File: src/rtl/spectrum_peak_finder.sv
// Per-frame peak search over FFT magnitude bins, reported one cycle after eop.
// Input stream is never stalled; back-to-back frames are supported.
//
// state   | meaning
// IDLE    | waiting for bin 0 of a new frame
// SEARCH  | frame in progress, bins counted and searched
// OVERRUN | frame ran past FFT_LEN bins, samples dropped until eop
module spectrum_peak_finder #(
    parameter int FFT_LEN = 1024,
    parameter int BIN_W   = 10,
    parameter int MAG_W   = 32,
    parameter int MIN_BIN = 1,
    parameter int MAX_BIN = 511
) (
    input  logic             clk,
    input  logic             rst,
    input  logic [MAG_W-1:0] mag_data,
    input  logic             mag_valid,
    input  logic             mag_eop,
    input  logic [MAG_W-1:0] thr,
    output logic             peak_valid,
    output logic [BIN_W-1:0] peak_bin,
    output logic [MAG_W-1:0] peak_mag,
    output logic             peak_above_thr,
    output logic             frame_err,
    output logic [15:0]      frame_cnt
);

    localparam logic [BIN_W-1:0] LAST_BIN = BIN_W'(FFT_LEN - 1);
    localparam logic [BIN_W-1:0] LO_BIN   = BIN_W'(MIN_BIN);
    localparam logic [BIN_W-1:0] HI_BIN   = BIN_W'(MAX_BIN);

    typedef enum logic [1:0] {
        IDLE    = 2'd0,
        SEARCH  = 2'd1,
        OVERRUN = 2'd2
    } state_t;

    state_t           state;
    state_t           state_nxt;
    logic [BIN_W-1:0] bin_idx;
    logic [MAG_W-1:0] max_mag;
    logic [BIN_W-1:0] max_bin;
    logic             max_seen;

    logic             report;
    logic             err_nxt;
    logic             in_window;
    logic             take;
    logic [MAG_W-1:0] cur_mag;
    logic [BIN_W-1:0] cur_bin;

    always_ff @(posedge clk or posedge rst) begin
        if (rst) begin
            state <= IDLE;
        end else begin
            state <= state_nxt;
        end
    end

    always_comb begin
        state_nxt = state;
        report    = 1'b0;
        err_nxt   = 1'b0;
        unique case (state)
            IDLE: begin
                if (mag_valid) begin
                    if (mag_eop) begin
                        report    = 1'b1;
                        err_nxt   = (bin_idx != LAST_BIN);
                        state_nxt = IDLE;
                    end else begin
                        state_nxt = SEARCH;
                    end
                end
            end
            SEARCH: begin
                if (mag_valid) begin
                    if (mag_eop) begin
                        report    = 1'b1;
                        err_nxt   = (bin_idx != LAST_BIN);
                        state_nxt = IDLE;
                    end else if (bin_idx == LAST_BIN) begin
                        state_nxt = OVERRUN;
                    end
                end
            end
            OVERRUN: begin
                if (mag_valid && mag_eop) begin
                    report    = 1'b1;
                    err_nxt   = 1'b1;
                    state_nxt = IDLE;
                end
            end
            default: state_nxt = IDLE;
        endcase
    end

    // max_seen lets a zero-valued first candidate claim its bin over the 0/0 seed
    always_comb begin
        in_window = (bin_idx >= LO_BIN) && (bin_idx <= HI_BIN);
        take      = mag_valid && (state != OVERRUN) && in_window &&
                    (!max_seen || (mag_data > max_mag));
        cur_mag   = take ? mag_data : max_mag;
        cur_bin   = take ? bin_idx  : max_bin;
    end

    always_ff @(posedge clk or posedge rst) begin
        if (rst) begin
            bin_idx        <= '0;
            max_mag        <= '0;
            max_bin        <= '0;
            max_seen       <= 1'b0;
            peak_valid     <= 1'b0;
            peak_bin       <= '0;
            peak_mag       <= '0;
            peak_above_thr <= 1'b0;
            frame_err      <= 1'b0;
            frame_cnt      <= '0;
        end else begin
            peak_valid <= report;

            if (mag_valid) begin
                bin_idx <= mag_eop ? '0 : bin_idx + BIN_W'(1);
            end

            // Reseed on the eop cycle so the next cycle can carry bin 0
            if (mag_valid && mag_eop) begin
                max_mag  <= '0;
                max_bin  <= '0;
                max_seen <= 1'b0;
            end else if (take) begin
                max_mag  <= mag_data;
                max_bin  <= bin_idx;
                max_seen <= 1'b1;
            end

            if (report) begin
                peak_mag       <= cur_mag;
                peak_bin       <= cur_bin;
                peak_above_thr <= (cur_mag >= thr);
                frame_err      <= err_nxt;
                frame_cnt      <= frame_cnt + 16'd1;
            end
        end
    end

endmodule

File: config.mk
export PLATFORM = sky130hd
export DESIGN_NAME = spectrum_peak_finder
export DESIGN_NICKNAME = d
export VERILOG_FILES = /design/src/rtl/spectrum_peak_finder.sv
export SDC_FILE = /design/constraint.sdc
export NUM_CORES = 1
export LEC_CHECK = 0
export BUFFER_PORTS_ARGS = -buffer_cell sky130_fd_sc_hd__buf_2
export CORE_ASPECT_RATIO = 1.1
export CORE_MARGIN = 3
export CORE_UTILIZATION = 55
export CTS_CLUSTER_SIZE = 10
export DETAILED_ROUTE_END_ITERATION = 12
export PLACE_DENSITY = 0.85
export SETUP_SLACK_MARGIN = 0.05
export SYNTH_ARGS = -nofsm -noshare
export SYNTH_HDL_FRONTEND = slang
export SYNTH_SLANG_ARGS = --single-unit
File: constraint.sdc
create_clock -name clk -period 4 [get_ports clk]
set_input_delay 0.4 -clock clk [delete_from_list [all_inputs] [get_ports clk]]
set_output_delay 0.4 -clock clk [all_outputs]
set_load 0.1 [all_outputs]
Word-level counts from Yosys, hierarchy flattened
Index checks and enable logic that the tools add are counted.

Output and inout bits: 61. Logic and storage cells: 58. Bits in registers: 116.

Add/sub/neg operators: 2. Order comparisons: 4. Reduce and logical (&&, ||, !) cells: 11. Mux-type cells: 21. Equality and inequality tests: 9.

Operators by type and width (count): $mux W32 (2); $ge A32 B32 Y1 (1); $gt A32 B32 Y1 (1); $mux W10 (3); $add A16 B1 Y16 const B (1); $add A10 B1 Y10 const B (1); $eq A10 B10 Y1 const B (1); $ge A10 B1 Y1 const B (1); $le A10 B9 Y1 const B (1); $mux W2 (5); $ne A10 B10 Y1 const B (1); $mux W1 (8); $ne A2 B2 Y1 const B (4); $pmux W2 S3 (1); $logic_and A1 B1 Y1 (5); $pmux W1 S2 (2); $reduce_and A4 Y1 (1); $ne A3 B3 Y1 const B (1); $eq A2 B1 Y1 const B (1); $eq A2 B2 Y1 const B (1); $logic_not A2 Y1 (1); $reduce_bool A2 Y1 (1); $reduce_or A2 Y1 (1); $logic_not A1 Y1 (1); $logic_or A1 B1 Y1 (1).

Longest topological paths before layout
Depth in word-level cells: 6. Gate-level depth with buffers: 17. Mapped depth without buffers: 15.

Worst setup path before layout
Ideal clock, no wire load.

Path type: input-to-reg. Start: input port mag_data[13]. End: register peak_above_thr. Buffers on the path: 1. Path slack: 0.605 ns. Arrival: 3.313 ns. Stages on the path: 14. Library setup time: 0.082 ns. Path through: ha_1 a21o_1 a21o_1 a221o_1 o311a_4 buf_6 o21ai_2 nand2_1 ha_1 nand4_1 or2_2 nor4_1 o21ai_0 a31oi_1.

Cells in the longest elaborated chain, start to end: 5.

RTL lines: start: declaration (line 17) `input logic [MAG_W-1:0] mag_data,`; $gt A32 B32 Y1 (line 103) `(!max_seen || (mag_data > max_mag));`; $logic_or A1 B1 Y1 (line 103); $logic_and A1 B1 Y1 (line 102) `take = mag_valid && (state != OVERRUN) && in_window &&`; $mux W32; named net cur_mag[25] (line 50) `logic [MAG_W-1:0] cur_mag;`; $ge A32 B32 Y1 (line 141) `peak_above_thr <= (cur_mag >= thr);`; end signal: assignment (line 141); end: declaration (line 24) `output logic peak_above_thr,`.

The timed path passes the listed nets, and every way through them passes these cells. A chain may end at the register's enable or synchronous reset.

Worst setup path after layout
Start: register max_mag[14]. End: register peak_above_thr.

Cells in the longest elaborated chain, start to end: 5.

RTL lines: start: declaration (line 42) `logic [MAG_W-1:0] max_mag;`; start signal: assignment (line 133) `max_mag <= mag_data;`; $gt A32 B32 Y1 (line 103); $logic_or A1 B1 Y1 (line 103); $logic_and A1 B1 Y1 (line 102); $mux W32; named net cur_mag[25] (line 50); $ge A32 B32 Y1 (line 141).

The timed path passes the listed nets, and every way through them passes these cells.

==> impl_metrics.py <==
metrics = {
    "detailed_routing": {
        "wire_per_inst_um": 17.4,
        "drtIter0Drc": 559,
        "drcViolationCount": 0,
        "viasPerCell": 5.88,
        "detail-route-antenna-nets": 0,
        "finalWirelength_mm": 17.9,
        "vias": 6017,
        "drt-pass1-iter-count": 5,
    },
    "cells_and_area": {
        "fin_area_mm2": 0.00820,
        "antenna_cells": 0,
        "final_util": 0.704,
        "fill_cells": 845,
        "final_nets": 998,
        "areaGrowthSynthToFinish_pct": 23.2,
        "drive_gt1_frac": 0.244,
    },
    "clock_tree": {
        "cts_tree": "built",
        "ctsRootBufferMaster": "clkbuf_16",
        "clk_latency_ns": 0.41,
        "cts_hold_buf": 0,
        "path_clk_slew_ns": 0.06,
        "cts_max_level": 4,
        "cts_buffer_depth": 2,
        "cts_sinks": 116,
        "cts-buffers-inserted": 17,
    },
    "global_routing": {
        "grt_first_pass_wirelength_mm": 28.5,
        "grt_pass1_vias": 5871,
        "gr-usage-all-layers": 0.264,
        "grt-ovfl-total": 0,
        "grt_max_degree": 91,
        "antenna_found_initial": 0,
    },
    "floorplan": {
        "pin_count": 129,
        "fp.dieW_um": 111,
        "die_area_mm2": 0.0135,
        "core_mm2": 0.0116,
        "die_y_um": 121,
        "start_util": 0.572,
        "num_rows": 41,
    },
    "logic_synthesis": {
        "syn_nets": 865,
        "yosysUniqueCellTypes": 50,
        "avgSynthCellArea_um2": 9.13,
        "netlist_area_mm2": 0.00666,
        "synth-seq-cells": 116,
        "synth_seq_area_share": 0.436,
        "synth_top_area_cell": "dfrtp_1",
        "synth_ff_type": "dfrtp_1",
        "synth_edf_count": 0,
        "synthArstFlopShare": 1.00,
        "netlist_top_cells_area": "dfrtp_1 44%, ha_1 13%, a21oi_1 5.2%, a31oi_1 3.9%, inv_1 3.9%",
        "synth.top_cell.area_share": 0.436,
        "yosys_warnings": 0,
        "synth_top_cells_by_count": "116 x dfrtp_1, 69 x a21oi_1, 69 x inv_1, 69 x nand2_1, 68 x ha_1",
        "syn_inst": 729,
        "yosysMostFrequentCell": "dfrtp_1",
    },
    "sta": {
        "relSlewSlack": 0.370,
        "fin_worst_skew_ns": 0.00734,
        "period_minus_slack_ns": 3.74,
        "maxSlewViolCount": 0,
        "fmax_mhz": 267,
        "fin_crit_sh": 0.935,
        "hold_viol": 0,
        "rsz0062_at_grt": "false",
        "finalSetupViolCount": 0,
        "hold_ws_ns": 0.199,
        "worstMarginPinSlew_ns": 0.944,
    },
    "hold_path": {
        "worstHoldPathType": "input pin to asynchronous set/reset pin",
    },
    "pwr": {
        "powerDensity_mw_per_mm2": 613,
        "peakVddDrop_uv": 407,
        "power_leakage_nw": 4.11,
    },
    "placed_design": {
        "dpl.hpwl_mm": 11.9,
        "place_congestion": 0.851,
        "numPortBuffers": 128,
        "dpl_cell_area_mm2": 0.00748,
    },
    "setup_path": {
        "ff2ff_setup_slack_ns": 0.26,
        "crit_fanout": 17,
        "arrival_ns": 4.02,
        "cp-end-kind": "register",
        "critical_path_required_ns": 4.28,
        "crit_type": "register to register",
        "cp-start-kind": "register",
    },
    "flow_run": {
        "maxCapViolCount": 0,
    },
    "run_status": {
        "outcome": "complete, no violations",
    },
}
==> through the flow <==
stage                     worst slack [ns]  total power, mW  TNS [ns]  instances
final                                0.260             5.02         0       1024
after global routing                0.0192             5.25         0       1024
after CTS                           0.0534             5.01         0       1022
after detailed placement           -0.0379             3.34   -0.0379        991
after global placement              0.0305             3.31         0        991
after floorplan                      0.528             2.96         0        729
==> path summary, 6_finish.rpt <==
path / startpoint / end / depth (start not counted)
max reg2reg: max_mag[14] / peak_above_thr / 16
max: max_mag[14] / peak_above_thr / 16
min reg2reg: frame_cnt[15] / frame_cnt[15] / 1
min: rst / peak_mag[27] / 2
min in group clk: mag_data[26] / max_mag[26] / 3
max in group asynchronous: rst / max_mag[13] / 3
==> cell usage in the layout (no fill, tap or decap), types with 20 or more instances in the layout <==
| master | count |
|---|---|
| a21oi_1 | 69 |
| a31oi_1 | 42 |
| buf_2 | 128 |
| dfrtp_1 | 116 |
| ha_1 | 68 |
| inv_1 | 68 |
| nand2_1 | 69 |
| nand3_1 | 48 |
| nor2_1 | 54 |
| o21ai_0 | 22 |
| o21ai_1 | 20 |
| o21ai_2 | 20 |
==> where the power goes <==
part	switching, mW	internal [mW]	leakage [nW]
clock	0.527	1.11	0.309
combinational	1.45	0.452	2.33
sequential	0.127	1.36	1.48
total	2.10	2.92	4.11
==> layout make-up <==
type                            count  area, um2  share of cell area
Clock buffer                       20        447              0.0545
Clock inverter                     11        183              0.0223
Inverter                           70        265              0.0324
Multi-Input combinational cell    509       3390               0.413
Sequential cell                   116       2900               0.354
Tap cell                          150        188              0.0229
Timing Repair Buffer              148        828               0.101
==> registers in the layout (all words and copies together) (netlist names), 2 cells and up <==
| register | flops |
|---|---|
| max_mag | 32 |
| peak_mag | 32 |
| frame_cnt | 16 |
| bin_idx | 10 |
| max_bin | 10 |
| peak_bin | 10 |
| state | 2 |
==> cell families after synthesis <==
group / count (synthesis) / synth area share
multiplexers: 2 / 0.00301
XOR/XNOR: 18 / 0.0237
adder cells (fa/ha/maj): 68 / 0.128
buffers and inverters: 104 / 0.0652
AND/OR/NAND/NOR: 226 / 0.162
AO/OA/AOI/OAI: 195 / 0.183
flip-flops: 116 / 0.436
==> critical path, cell delays in order (launching register included) <==
cell and delay (ns):
dfrtp_1 0.35, inv_1 0.05, ha_1 0.30, nand4_1 0.24, nor4_4 0.38, and3_1 0.29
a221o_1 0.27, buf_6 0.22, nand3_1 0.15, nand2_1 0.09, ha_1 0.24, a21o_1 0.18
a21o_1 0.19, a211oi_2 0.23, o21ai_0 0.11, o211ai_1 0.18, a31oi_1 0.13
==> routing by layer <==
layer	up-vias	routed length [um]	GRT usage
met5	-	0	0
met4	0	416	0.105
met3	36	1180	0.0529
met2	265	8880	0.440
met1	2870	7380	0.338
li1	2846	-	-
==> what timing repair did <==
item                                   4_1_cts  5_1_grt
gates resized for setup                      0        9
endpoints found under the hold margin        0        0
setup endpoints to repair                    0        1
setup buffers                                0        1
Note: power is estimated with default switching activity, not from simulation.
